$ cat src/rtl/frame_burst_arbiter_pkg.sv
// frame_burst_arbiter_pkg: shared FSM encoding, frame buffer bases and offset wrap helper
package frame_burst_arbiter_pkg;

    typedef enum logic [1:0] {
        IDLE      = 2'd0,
        WR_ACTIVE = 2'd1,
        RD_ACTIVE = 2'd2
    } state_t;

    localparam logic BUF_0 = 1'b0;
    localparam logic BUF_1 = 1'b1;

    function automatic logic [31:0] buf_base(input logic sel, input logic [31:0] frame_words);
        return (sel == BUF_1) ? frame_words : 32'd0;
    endfunction

    function automatic logic [31:0] next_offset(input logic [31:0] offset, input logic [31:0] burst_len,
                                                input logic [31:0] frame_words);
        return (offset + burst_len == frame_words) ? 32'd0 : offset + burst_len;
    endfunction

endpackage

$ cat src/rtl/frame_burst_arbiter_addr_gen.sv
// burst_addr_gen: per-channel frame offset with wrap, deferred frame restart and frame-complete strobe
module burst_addr_gen
    import frame_burst_arbiter_pkg::*;
#(
    parameter int BURST_LEN   = 128,
    parameter int FRAME_WORDS = 1024 * 768 / 2
) (
    input  logic        clk,
    input  logic        rst,
    input  logic        active,
    input  logic        finish,
    input  logic        frame_start,
    output logic [31:0] offset,
    output logic        restart,
    output logic        frame_done
);

    logic pending;
    logic done;

    assign done       = active && finish;
    // a frame start seen while bursting only takes effect once that burst completes
    assign restart    = (frame_start && !active) || (done && (pending || frame_start));
    assign frame_done = done && (offset + 32'(BURST_LEN) == 32'(FRAME_WORDS));

    always_ff @(posedge clk) begin
        if (rst) begin
            offset  <= '0;
            pending <= 1'b0;
        end else begin
            if (restart)
                offset <= '0;
            else if (done)
                offset <= next_offset(offset, 32'(BURST_LEN), 32'(FRAME_WORDS));
            pending <= active && !finish && (pending || frame_start);
        end
    end

endmodule

$ cat src/rtl/frame_burst_arbiter.sv
// frame_burst_arbiter: round-robin camera-write / LCD-read DDR burst scheduler with frame addressing.
// Define FRAME_BUFFER_PINGPONG_EN for double-buffered frames (bases 0 and FRAME_WORDS).
module frame_burst_arbiter
    import frame_burst_arbiter_pkg::*;
#(
    parameter int ADDR_WIDTH    = 25,
    parameter int BURST_LEN     = 128,
    parameter int FRAME_WORDS   = 1024 * 768 / 2,
    parameter int LEVEL_W       = 10,
    parameter int RD_FIFO_DEPTH = 1024
) (
    input  logic                  mem_clk,
    input  logic                  rst,
    input  logic                  local_init_done,
    input  logic                  wr_frame_start,
    input  logic                  rd_frame_start,
    input  logic [LEVEL_W-1:0]    wr_fifo_level,
    input  logic [LEVEL_W-1:0]    rd_fifo_level,
    output logic                  wr_burst_req,
    output logic [9:0]            wr_burst_len,
    output logic [ADDR_WIDTH-1:0] wr_burst_addr,
    input  logic                  wr_burst_finish,
    output logic                  rd_burst_req,
    output logic [9:0]            rd_burst_len,
    output logic [ADDR_WIDTH-1:0] rd_burst_addr,
    input  logic                  rd_burst_finish,
    output logic                  wr_busy,
    output logic                  rd_busy
);

    state_t      state;
    logic        last_rd;
    logic        wr_ok_q;
    logic        rd_ok_q;
    logic [31:0] wr_offset;
    logic [31:0] rd_offset;
    logic [31:0] wr_base;
    logic [31:0] rd_base;
    logic        wr_restart;
    logic        rd_restart;
    logic        wr_done;
    logic        rd_done;

    assign wr_burst_len  = 10'(BURST_LEN);
    assign rd_burst_len  = 10'(BURST_LEN);
    assign wr_burst_addr = ADDR_WIDTH'(wr_base + wr_offset);
    assign rd_burst_addr = ADDR_WIDTH'(rd_base + rd_offset);
    assign wr_busy       = wr_burst_req;
    assign rd_busy       = rd_burst_req;

    burst_addr_gen #(.BURST_LEN(BURST_LEN), .FRAME_WORDS(FRAME_WORDS)) u_wr_gen (
        .clk(mem_clk), .rst(rst), .active(state == WR_ACTIVE), .finish(wr_burst_finish),
        .frame_start(wr_frame_start), .offset(wr_offset), .restart(wr_restart), .frame_done(wr_done)
    );

    burst_addr_gen #(.BURST_LEN(BURST_LEN), .FRAME_WORDS(FRAME_WORDS)) u_rd_gen (
        .clk(mem_clk), .rst(rst), .active(state == RD_ACTIVE), .finish(rd_burst_finish),
        .frame_start(rd_frame_start), .offset(rd_offset), .restart(rd_restart), .frame_done(rd_done)
    );

`ifdef FRAME_BUFFER_PINGPONG_EN
    logic wr_buf;
    logic rd_buf;
    logic done_buf;
    logic unused_gen;

    // reader follows the newest complete frame; writer always takes the other buffer
    always_ff @(posedge mem_clk) begin
        if (rst) begin
            wr_buf   <= BUF_0;
            rd_buf   <= BUF_0;
            done_buf <= BUF_0;
        end else begin
            if (wr_restart) wr_buf <= ~rd_buf;
            if (rd_restart) rd_buf <= wr_done ? wr_buf : done_buf;
            if (wr_done) done_buf <= wr_buf;
        end
    end

    assign wr_base    = buf_base(wr_buf, 32'(FRAME_WORDS));
    assign rd_base    = buf_base(rd_buf, 32'(FRAME_WORDS));
    assign unused_gen = rd_done;
`else
    logic unused_gen;

    assign wr_base    = '0;
    assign rd_base    = '0;
    assign unused_gen = &{1'b0, wr_restart, rd_restart, wr_done, rd_done};
`endif

    always_ff @(posedge mem_clk) begin
        if (rst) begin
            state        <= IDLE;
            wr_burst_req <= 1'b0;
            rd_burst_req <= 1'b0;
            last_rd      <= 1'b1;
            wr_ok_q      <= 1'b0;
            rd_ok_q      <= 1'b0;
        end else begin
            wr_ok_q <= local_init_done && (32'(wr_fifo_level) >= 32'(BURST_LEN));
            rd_ok_q <= local_init_done && (32'(rd_fifo_level) <= 32'(RD_FIFO_DEPTH - BURST_LEN));
            case (state)
                IDLE: begin
                    if (local_init_done && wr_ok_q && (!rd_ok_q || last_rd)) begin
                        state        <= WR_ACTIVE;
                        wr_burst_req <= 1'b1;
                        last_rd      <= 1'b0;
                    end else if (local_init_done && rd_ok_q) begin
                        state        <= RD_ACTIVE;
                        rd_burst_req <= 1'b1;
                        last_rd      <= 1'b1;
                    end
                end
                WR_ACTIVE: begin
                    if (wr_burst_finish) begin
                        state        <= IDLE;
                        wr_burst_req <= 1'b0;
                    end
                end
                RD_ACTIVE: begin
                    if (rd_burst_finish) begin
                        state        <= IDLE;
                        rd_burst_req <= 1'b0;
                    end
                end
                default: state <= IDLE;
            endcase
        end
    end

endmodule

$ cat config.mk
export PLATFORM = sky130hd
export DESIGN_NAME = frame_burst_arbiter
export DESIGN_NICKNAME = d
export VERILOG_FILES = /design/src/rtl/frame_burst_arbiter_pkg.sv /design/src/rtl/frame_burst_arbiter_addr_gen.sv /design/src/rtl/frame_burst_arbiter.sv
export SDC_FILE = /design/constraint.sdc
export NUM_CORES = 1
export LEC_CHECK = 0
export ABC_AREA = 1
export CAP_MARGIN = 20
export CORE_MARGIN = 1.5
export CORE_UTILIZATION = 30
export CTS_BUF_LIST = sky130_fd_sc_hd__clkbuf_4
export DETAILED_ROUTE_END_ITERATION = 10
export PLACE_DENSITY = 0.63
export SYNTH_ARGS = -nofsm -noshare
export SYNTH_HDL_FRONTEND = slang
export SYNTH_HIERARCHICAL = 1
export SYNTH_SLANG_ARGS = --single-unit
$ cat constraint.sdc
create_clock -name mem_clk -period 1.74 [get_ports mem_clk]
set_input_delay 0.174 -clock mem_clk [delete_from_list [all_inputs] [get_ports mem_clk]]
set_output_delay 0.174 -clock mem_clk [all_outputs]
set_load 0.02 [all_outputs]
-- Word-level counts from Yosys, hierarchy flattened
Cells that the tools add are included.
- $add $sub $neg: 2
- multiplexer cells: 15
- reductions and logical operators: 35
- equality and inequality tests: 10
- magnitude comparators: 2
- operators with widths (operator ; number):
    $add A32 B8 Y32 const B ; 2
    $eq A32 B19 Y1 const B ; 2
    $mux W32 ; 2
    $logic_and A1 B1 Y1 ; 15
    $ge A10 B8 Y1 const B ; 1
    $le A10 B10 Y1 const B ; 1
    $ne A2 B2 Y1 const B ; 5
    $mux W2 ; 4
    $mux W1 ; 6
    $pmux W2 S3 ; 1
    $reduce_and A3 Y1 ; 2
    $reduce_bool A2 Y1 ; 3
    $logic_not A1 Y1 ; 5
    $logic_or A1 B1 Y1 ; 5
    $pmux W1 S2 ; 2
    $reduce_and A4 Y1 ; 1
    $reduce_or A2 Y1 ; 2
    $ne A3 B3 Y1 const B ; 1
    $eq A2 B1 Y1 const B ; 1
    $eq A2 B2 Y1 const B ; 1
    $logic_not A2 Y1 ; 1
    $reduce_and A2 Y1 ; 1
- register bits after elaboration: 73
- bits of input ports: 27

-- Longest topological paths before layout
- depth after elaboration: 5
- depth in mapped cells: 14
- gate-level depth less buffers: 14

-- Cells and area by module
The synthesis kept the hierarchy.
- by module, submodules not included (module ; area an instance (sq um) ; times used ; cells each):
    burst_addr_gen ; 1825.5 ; 2 ; 298
    frame_burst_arbiter ; 499.2 ; 1 ; 75

-- Least setup slack after synthesis
OpenSTA, ideal clock, no wires.
- path kind: register -> register
- start: register u_rd_gen.offset[7]
- end: register u_rd_gen.offset[17]
- arrival time: 1.789 ns
- period minus slack after synthesis: 1.907 ns
- data required time: 1.623 ns
- stages on the path, launching flop included: 15
- slack: -0.167 ns
- buffers on the path: 0
- path through: dfxtp_1 -> ha_1 -> nand2_1 -> nor2_4 -> nand2_4 -> nor2_4 -> nand2_1 -> nand2_1 -> nand2_1 -> nor2_1 -> nand2_1 -> nor2_2 -> nand3_2 -> nand2_2 -> nor2_1
- cells in the longest elaborated chain, start to end: 3
- ends and longest elaborated chain (item ; line ; RTL):
    from (decl) ; frame_burst_arbiter_addr_gen.sv:13 ; output logic [31:0] offset,
    from (signal assigned) ; frame_burst_arbiter_addr_gen.sv:34 ; offset <= next_offset(offset, 32'(BURST_LEN), 32'(FRAME_WORDS));
    $add A32 B8 Y32 (*) ; -- ;
    $eq A32 B19 Y1 ; -- ;
    $mux W32 (*) ; frame_burst_arbiter_pkg.sv:19 ; return (offset + burst_len == frame_words) ? 32'd0 : offset + burst_len;
Mark *: on every way between the ends. The rest lies on a longest branch, timed or not.
A chain may end at the register's enable or synchronous reset.

-- Worst setup path in the final report
- start: register u_rd_gen.offset[11]
- end: register u_rd_gen.offset[17]
Same word-level chain as after synthesis.

==> flow_summary.toml <==
[route]
drt_wl_total_um = 10600
drtIter0Drc = 253
ant_nets = 0
drtPass1Iterations = 4
vias = 4244
drc = 0
routedWlPerCell_um = 10.9
viasPerCell = 4.37

[setup_path]
start_kind = "register"
worstReg2RegEnd = "u_rd_gen/offset[17]"
crit_chain = "nand2_2, nor2_4, nand2_4, nor2_4, nand2_2, nand2_1, nand2_1, nor2_1, nand2_1, nor2_2, nand3_2, nand2_2, nor2_1"
cp_max_fo = 5
timing.rr.start = "u_rd_gen/offset[11]"
reg2reg_slack_ns = -0.0003
crit_buf_inv = 0
r2r_cells = 13
worstPathRequired_ns = 2.07
critPathMaxStageDelay_ns = 0.44
end_kind = "register"
path_delay_family = "simple AND/OR/NAND/NOR gates"
cp_slowest_cell = "dfxtp_1"
critPathKind = "reg -> reg"
arrival_ns = 2.07

[final_layout]
diodes = 0
final_layout_size_suffix_gt1_frac = 0.220
areaGrowthSynthToFinish_pct = 35.0
final_cell_mix = "nand2_1 (233), nor2_1 (74), buf_4 (64), a21oi_1 (52), inv_1 (46)"
fin_nets = 820
fin_area_um2 = 5590
final_common_cell = "nand2_1"

[clocking]
cts_buffers = 9
ctsHoldBuffers = 0
cts_root_buf = "clkbuf_4"
clkTransAtPathRegs_ns = 0.12
cts.sinks = 59
htree_levels = 3
clk_latency_ns = 0.43
cts_tree = "yes"
clockBufferDepth = 2

[sta]
drv_slew = 0
setup_ws_ns = -0.000286
finClkSkew_ns = 0.0165
timing.fmax_ghz = 0.575
finalCritPeriodShare = 1.00
whs_ns = 0.336
finalHoldViolations = 0
setup_viol = 1
rsz0062_at_grt = "yes"
fin_crit_ns = 1.74

[floorplanning]
die_area_um2 = 14500
core_area_um2 = 13300
die_w_um = 121
initial_core_util = 0.310
die_y_um = 121
io_pins = 101
rows = 42

[yosys]
avgSynthCellArea_um2 = 6.19
synth_cells = 669
netlist_area_um2 = 4140
ys_warn_count = 6

[hold_path]
hold_path.class = "in -> reg"
hold_depth = 3
min_from = "wr_fifo_level[8]"
hold_path_end = "wr_ok_q"

[grt]
grt_pass1_vias = 4001
grt_max_degree = 27
grt_pass1_wl_um = 18200
antenna_found_initial = 0
grtUsageTotal = 0.154
grt_overflow = 0

[pwr]
p_leak_nw = 2.52
max-vdd-ir-drop_mv = 0.293
power_density_nw_per_um2 = 470

[place]
port_buffers = 59
placed_cell_area_um2 = 5280
place.gp.congestion = 0.836
hpwlAfterDp_um = 7880

[run_status]
violations = "negative setup slack"
outcome = "finished, violations left"

[job]
maxCapViolCount = 0
how the worst max path moves through the flow:
| stage | startpoint | to | slack (ns) | cells after the start |
|---|---|---|---|---|
| floorplan | u_rd_gen/offset[8] | u_rd_gen/offset[17] | 0.002 | 14 |
| global placement | u_rd_gen/offset[7] | u_rd_gen/offset[17] | -0.06 | 12 |
| detailed placement | u_wr_gen/offset[7] | u_wr_gen/offset[17] | -0.09 | 14 |
| finish | u_rd_gen/offset[11] | u_rd_gen/offset[17] | -0.0003 | 13 |
| CTS | u_wr_gen/offset[8] | u_wr_gen/offset[17] | -0.03 | 14 |
| global route | u_rd_gen/offset[7] | u_rd_gen/offset[17] | -0.19 | 12 |
stage by stage:
| step | util | total power, W | TNS (ns) | setup WS, ns | cells |
|---|---|---|---|---|---|
| 2_1_floorplan | - | 0.00161 | 0 | 0.00191 | 699 |
| 3_3_place_gp | 0.395 | 0.00165 | -0.209 | -0.0563 | 949 |
| 3_5_place_dp | 0.395 | 0.00165 | -0.237 | -0.0865 | 949 |
| 4_1_cts | 0.410 | 0.00268 | -0.0766 | -0.0276 | 968 |
| 5_1_grt | 0.419 | 0.00274 | -0.712 | -0.189 | 972 |
| 6_report | 0.419 | 0.00263 | -0.000286 | -0.000286 | 972 |
flip-flops by register name (all words and copies together) (netlist names):
signal	flops
last_rd	1
rd_burst_req	1
rd_ok_q	1
state	2
u_rd_gen/offset	25
u_rd_gen/pending	1
u_wr_gen/offset	25
u_wr_gen/pending	1
wr_burst_req	1
wr_ok_q	1
per-layer routing:
layer  GRT usage  routed length (µm)
met2       0.270                5080
met4      0.0493                 109
met1       0.189                5010
met5           0                   0
met3      0.0311                 365
area by class of cell:
type                            instances  area, µm²
Multi-Input combinational cell        540       2680
Timing Repair Buffer                  129       1150
Sequential cell                        59       1210
Fill cell                            1444       7760
Inverter                               52        195
Tap cell                              176        220
Clock inverter                          7       66.3
Clock buffer                            9       67.6
power breakdown:
group	total, W	internal (W)	switching, W	leakage [nW]
logic	0.000253	0.0000894	0.000163	1.96
registers	0.00136	0.00136	0.00000862	0.487
clock network	0.00101	0.000433	0.000579	0.0741
total	0.00263	0.00188	0.000751	2.52
tightest hold or removal path: stages:
cell and delay (ns):
clkdlybuf4s50_1 0.46, nor3_1 0.04, nor2_1 0.07
timing repair:
action | in CTS | in global routing
setup buffers | 3 | 4
hold endpoints to repair | 0 | 0
gates resized for setup | 44 | 33
pin swaps | 22 | 15
endpoints found under the setup margin | 25 | 11
No activity file was read; power rests on OpenSTA's default activity.
